===== src/rtl/reg_file_mp.sv =====
// Multi-ported register file with a pending-writeback scoreboard.
// Reads are registered, with write-first bypass. Write port 1 beats port 0.
// The scoreboard is advisory only and never blocks reads or writes.

// One read port: a write-first bypass mux, registered data and a combinational busy flag.
module reg_file_mp_rdport #(
  parameter int XLEN    = 32,
  parameter int NREGS   = 32,
  parameter int AW      = 5,
  parameter int NWRITE  = 1,
  parameter bit ZERO_R0 = 1'b1
) (
  input  logic                           clk,
  input  logic                           reset,
  input  logic [AW-1:0]                  addr_i,
  input  logic [NREGS-1:0][XLEN-1:0]     regs_i,
  input  logic [NREGS-1:0]               pend_i,
  input  logic [NWRITE-1:0]              wr_en_i,
  input  logic [NWRITE-1:0][AW-1:0]      wr_addr_i,
  input  logic [NWRITE-1:0][XLEN-1:0]    wr_data_i,
  output logic [XLEN-1:0]                data_o,
  output logic                           busy_o
);
  logic [XLEN-1:0] data_d, data_q;
  logic            hit;

  // Pick the stored value, then let same-cycle writes override it in port
  // order, so the highest-numbered port wins.
  always_comb begin
    data_d = regs_i[addr_i];
    hit    = 1'b0;
    for (int w = 0; w < NWRITE; w++) begin
      if (wr_en_i[w] && (wr_addr_i[w] == addr_i)) begin
        data_d = wr_data_i[w];
        hit    = 1'b1;
      end
    end
    if (ZERO_R0 && (addr_i == '0)) data_d = '0;
    // A writeback landing this cycle retires the hazard, so it is not reported busy.
    busy_o = pend_i[addr_i] & ~hit;
  end

  // Register the selected read data.
  always_ff @(posedge clk or posedge reset) begin
    if (reset) data_q <= '0;
    else       data_q <= data_d;
  end

  assign data_o = data_q;
endmodule

module reg_file_mp #(
  parameter int XLEN    = 32,
  parameter int NREGS   = 32,
  parameter int AW      = 5,
  parameter int NREAD   = 2,
  parameter int NWRITE  = 1,
  parameter bit ZERO_R0 = 1'b1
) (
  input  logic                    clk,
  input  logic                    reset,
  input  logic [NREAD*AW-1:0]     rd_addr,
  output logic [NREAD*XLEN-1:0]   rd_data,
  output logic [NREAD-1:0]        rd_busy,
  input  logic [NWRITE-1:0]       wr_en,
  input  logic [NWRITE*AW-1:0]    wr_addr,
  input  logic [NWRITE*XLEN-1:0]  wr_data,
  input  logic                    pend_set,
  input  logic [AW-1:0]           pend_addr,
  output logic [AW:0]             pend_count
);
  logic [NREAD-1:0][AW-1:0]     rd_addr_a;
  logic [NREAD-1:0][XLEN-1:0]   rd_data_a;
  logic [NWRITE-1:0][AW-1:0]    wr_addr_a;
  logic [NWRITE-1:0][XLEN-1:0]  wr_data_a;

  logic [NREGS-1:0][XLEN-1:0]   regs_d, regs_q;
  logic [NREGS-1:0]             pend_d, pend_q;
  logic [AW:0]                  cnt_d, cnt_q;

  assign rd_addr_a  = rd_addr;
  assign wr_addr_a  = wr_addr;
  assign wr_data_a  = wr_data;
  assign rd_data    = rd_data_a;
  assign pend_count = cnt_q;

  // Next storage state: apply writes in port order so port 1 wins a same-address
  // collision; register 0 stays hardwired to zero when enabled.
  always_comb begin
    regs_d = regs_q;
    for (int w = 0; w < NWRITE; w++) begin
      if (wr_en[w] && !(ZERO_R0 && (wr_addr_a[w] == '0)))
        regs_d[wr_addr_a[w]] = wr_data_a[w];
    end
  end

  // Next scoreboard state: clears first, then a set, so the set wins a tie.
  // The count is taken from the next state so it tracks the bits it reports.
  always_comb begin
    pend_d = pend_q;
    for (int w = 0; w < NWRITE; w++) begin
      if (wr_en[w]) pend_d[wr_addr_a[w]] = 1'b0;
    end
    if (pend_set) pend_d[pend_addr] = 1'b1;
    if (ZERO_R0) pend_d[0] = 1'b0;
    cnt_d = '0;
    for (int i = 0; i < NREGS; i++) cnt_d = cnt_d + {{AW{1'b0}}, pend_d[i]};
  end

  // Storage, pending bits and count; reset drops everything, including in-flight writes.
  always_ff @(posedge clk or posedge reset) begin
    if (reset) begin
      regs_q <= '0;
      pend_q <= '0;
      cnt_q  <= '0;
    end else begin
      regs_q <= regs_d;
      pend_q <= pend_d;
      cnt_q  <= cnt_d;
    end
  end

  for (genvar r = 0; r < NREAD; r++) begin : g_rd
    reg_file_mp_rdport #(
      .XLEN(XLEN), .NREGS(NREGS), .AW(AW), .NWRITE(NWRITE), .ZERO_R0(ZERO_R0)
    ) u_rd (
      .clk       (clk),
      .reset     (reset),
      .addr_i    (rd_addr_a[r]),
      .regs_i    (regs_q),
      .pend_i    (pend_q),
      .wr_en_i   (wr_en),
      .wr_addr_i (wr_addr_a),
      .wr_data_i (wr_data_a),
      .data_o    (rd_data_a[r]),
      .busy_o    (rd_busy[r])
    );
  end
endmodule


===== config.mk =====
export PLATFORM = sky130hd
export DESIGN_NAME = reg_file_mp
export DESIGN_NICKNAME = d
export VERILOG_FILES = /design/src/rtl/reg_file_mp.sv
export SDC_FILE = /design/constraint.sdc
export NUM_CORES = 2
export LEC_CHECK = 0
export BUFFER_PORTS_ARGS = -buffer_cell sky130_fd_sc_hd__clkbuf_2
export CAP_MARGIN = 20
export CORE_UTILIZATION = 55
export DETAILED_ROUTE_END_ITERATION = 8
export PLACE_DENSITY = 0.8
export SYNTH_ARGS = -nofsm -noshare
export SYNTH_HDL_FRONTEND = slang
export SYNTH_SLANG_ARGS = --single-unit

===== constraint.sdc =====
create_clock -name clk -period 88.1 [get_ports clk]
set_input_delay 4.405 -clock clk [delete_from_list [all_inputs] [get_ports clk]]
set_output_delay 4.405 -clock clk [all_outputs]
set_load 0.02 [all_outputs]

==> flow_summary.ini <==
[cells_and_area]
final-instance-count-excl-fill = 5338
most-common-layout-cells = 1,125 x dfrtp_1, 966 x mux2_2, 497 x mux4_2
share_of_post_route_cells_with_drive_strength_above_1_pct = 48.78
final_design_area_no_fill_mm2 = 0.06395
design.final.nets = 3932
syn2layout_area_growth_pct = 8.401
final.fill_count = 7729
layout.cells.most_common = dfrtp_1

[power_and_ir_drop]
power.ir.vdd_worst_mv = 0.1617
leakage_nw = 28.35
power.density_cell_area_mw_per_mm2 = 25.48

[sta]
skew_ps = 38.56
setup_viol = 0
slew_worst_pin_ps = 1232
min_period_ps = 11810
setup_repair_after_global_routing_missed_its_margin = false
min_period_over_period_pct = 13.41
final-max-slew-violation-count = 0
max_freq_mhz = 84.64
final_hold_viol_count = 0
maxSlewHeadroom_pct = 17.86
final_setup_tns_ps = 0

[place]
buffer_ports.inserted = 127
dpl-instance-area_mm2 = 0.06009
place.gp.congestion = 0.9044
dpl.hpwl_mm = 92.38
numPlacedInstances = 5119

[synthesis]
yosys_warnings = 0
netlist-cell-type-count = 61
synth-edff-count = 0
async_set_reset_flop_share_out_of_synthesis_pct = 100.0
synth_xor_xnor_area_share_pct = 0.1930
largest_family_of_logic_cells_by_synthesized_area = multiplexers
synth_adder_area_share_pct = 0.9290
area_fraction_in_compound_gates_after_synthesis_pct = 4.838
synthCells = 3959
synthesis.nets = 4045
synth-seq-area-share_pct = 47.72
synth_area_mm2 = 0.05899
post_synth.cell_area_avg_um2 = 14.90
synth_flop_cell = dfrtp_1
yosys.area_share.simple_pct = 2.316
synth-seq-cells = 1125
muxShareOfSynthArea_pct = 39.94

[hold_path]
holdCritPathClass = reg2reg
worst_hold_startpoint = regs_q[15]

[grt]
gr-total-overflow = 0
grt_pass1_vias = 39240
use_met1_pct = 45.77
grtUsageTotal_pct = 32.76
met3_usage_pct = 9.792
top_usage_layer = met2
grt_use_met2_pct = 47.20
grt_pass1_wl_mm = 259.1
grt_antenna_before_repair = 4
pin_count_of_the_biggest_net_entering_global_routing = 159

[clocking]
postCtsResizedCells = 0
cts_buffers = 116
max-clock-path-buffers = 3
clkSinkCount = 1125
cts_root_buf = clkbuf_16
cts_htree_levels = 3
cts_setup_buffers = 0
cts_tree = yes
clkTransAtPathRegs_ps = 60
cts.hold.buffers_added = 0
clk-insertion-delay-late_ps = 740

[critical_path]
critical_path.cell_chain = buf_8, buf_12, mux4_2, mux2i_1, nand3_1, o21ai_0, nor3_1, clkbuf_2
crit_path_top_delay_cell = buf_12
path_class = in2out
timing.critical_path.slowest_cell_delay_ps = 820
setup.worst_path.end_class = output pin
crit_arrival_ps = 7410
crit_family = buffers and inverters
worstPathBufferInverterCount = 3
critPathLaunch = rd_addr[1]
crit_path_start_kind = input pin
critical_path_required_ps = 83690
critical_path_peak_fanout = 158
reg2reg_from = pend_q[16]

[die]
std_cell_rows = 119
floorplan.core_area_mm2 = 0.1059
starting_density_of_the_core_pct = 55.72
die_height_um = 329.5
floorplan.die.width_um = 329.5
i_o_pins = 128
design.die.area_mm2 = 0.1086

[run_status]
outcome = finished, final reports clean

[route]
route.final.wire_length_mm = 174.5
routed-via-count = 38100
route.detailed.wl_per_inst_um = 32.68
detailedRoute.firstPassIterationCount = 8
vias_per_cell = 7.137
drt-initial-drc-count = 4678
detail_route.drc_violations = 0
antenna_left = 0

[job]
cap_viol_max_count = 0
==> stage by stage <==
stage                     util, %  total power [mW]  hold slack (ps)  setup slack, ps
final                       60.41             1.629            395.7            76290
after global routing        60.40             1.710            409.2            76220
after CTS                   60.40             1.632            397.6            76360
after detailed placement    56.76             1.134            383.6            76360
after global placement      56.76             1.111            376.3            76420
after floorplan                 -             1.031            441.3            52010
==> worst register-to-register path, stage by stage (launching register included) <==
cell and delay [ps]:
dfrtp_1 410, a22oi_1 320, fa_1 490, fa_1 500, inv_1 60, fa_1 500
fa_1 500, inv_1 50, fa_1 450, fa_1 520, fa_1 180, inv_1 70
fa_1 450, a21o_1 170, a21oi_1 160, xnor2_1 130
==> sequential cells by signal (all words and copies together), names as in the netlist <==
signal / flops
regs_q: 1024
pend_q: 31
g_rd.u_rd.data_o: 64
pend_count: 6
==> cell families after synthesis <==
family / count (synthesis)
xor gates and xnor gates: 13
buffers and inverters: 493
and+or+nand+nor: 297
AOI/OAI and AO/OA: 389
muxes: 1612
DFF: 1125
adders and majority gates: 30
==> metal layers <==
metal,part of all wire (%),up-vias
li1,-,14970
met1,38,20110
met2,44,2463
met3,12,546
met4,5.5,4
met5,0.013,-
==> synth_stat cells, drive strengths merged, types with 8 or more instances <==
library cell,number,share of area [%]
a211oi,16,0.20
a21oi,39,0.33
a221oi,8,0.14
a22o,16,0.24
a22oi,122,1.6
a32o,31,0.53
buf,233,2.4
clkbuf,201,1.3
dfrtp,1125,48
fa,23,0.78
inv,58,0.37
mux2,966,18
mux2i,149,2.5
mux4,497,19
nand2,165,1.0
nand3,13,0.11
nor2,55,0.36
nor2b,8,0.085
nor3,9,0.085
nor3b,11,0.17
o211ai,15,0.19
o21ai,22,0.19
o22ai,80,0.85
o2bb2ai,14,0.21
xor2,10,0.15
==> where the power goes <==
group	total [mW]	internal, mW	switching, mW
Clock	0.498	0.287	0.211
Combinational	0.439	0.240	0.199
Sequential	0.692	0.620	0.0717
==> layout make-up <==
type / count / area, um2 / area share [%]
Timing Repair Buffer: 203 / 1291 / 2.019
Antenna cell: 3 / 7.507 / 0.01174
Clock inverter: 47 / 456.7 / 0.7142
Multi-Input combinational cell: 2341 / 28680 / 44.84
Tap cell: 1391 / 1740 / 2.722
Sequential cell: 1125 / 28150 / 44.02
Inverter: 59 / 229.0 / 0.3581
Clock buffer: 169 / 3395 / 5.308
==> worst paths after layout <==
path                                                end  slack (ps)  depth (start not counted)
worst max-delay path                         rd_busy[0]       76290                          8
worst min-delay path                         regs_q[15]         400                          0
worst max register to register            pend_count[4]       83050                         15
worst min register to register               regs_q[15]         400                          0
max in group asynchronous       g_rd[0].u_rd.data_o[27]       80080                          6
min in group asynchronous       g_rd[1].u_rd.data_o[10]        3790                          2
Note: power is estimated with default switching activity, not from simulation.
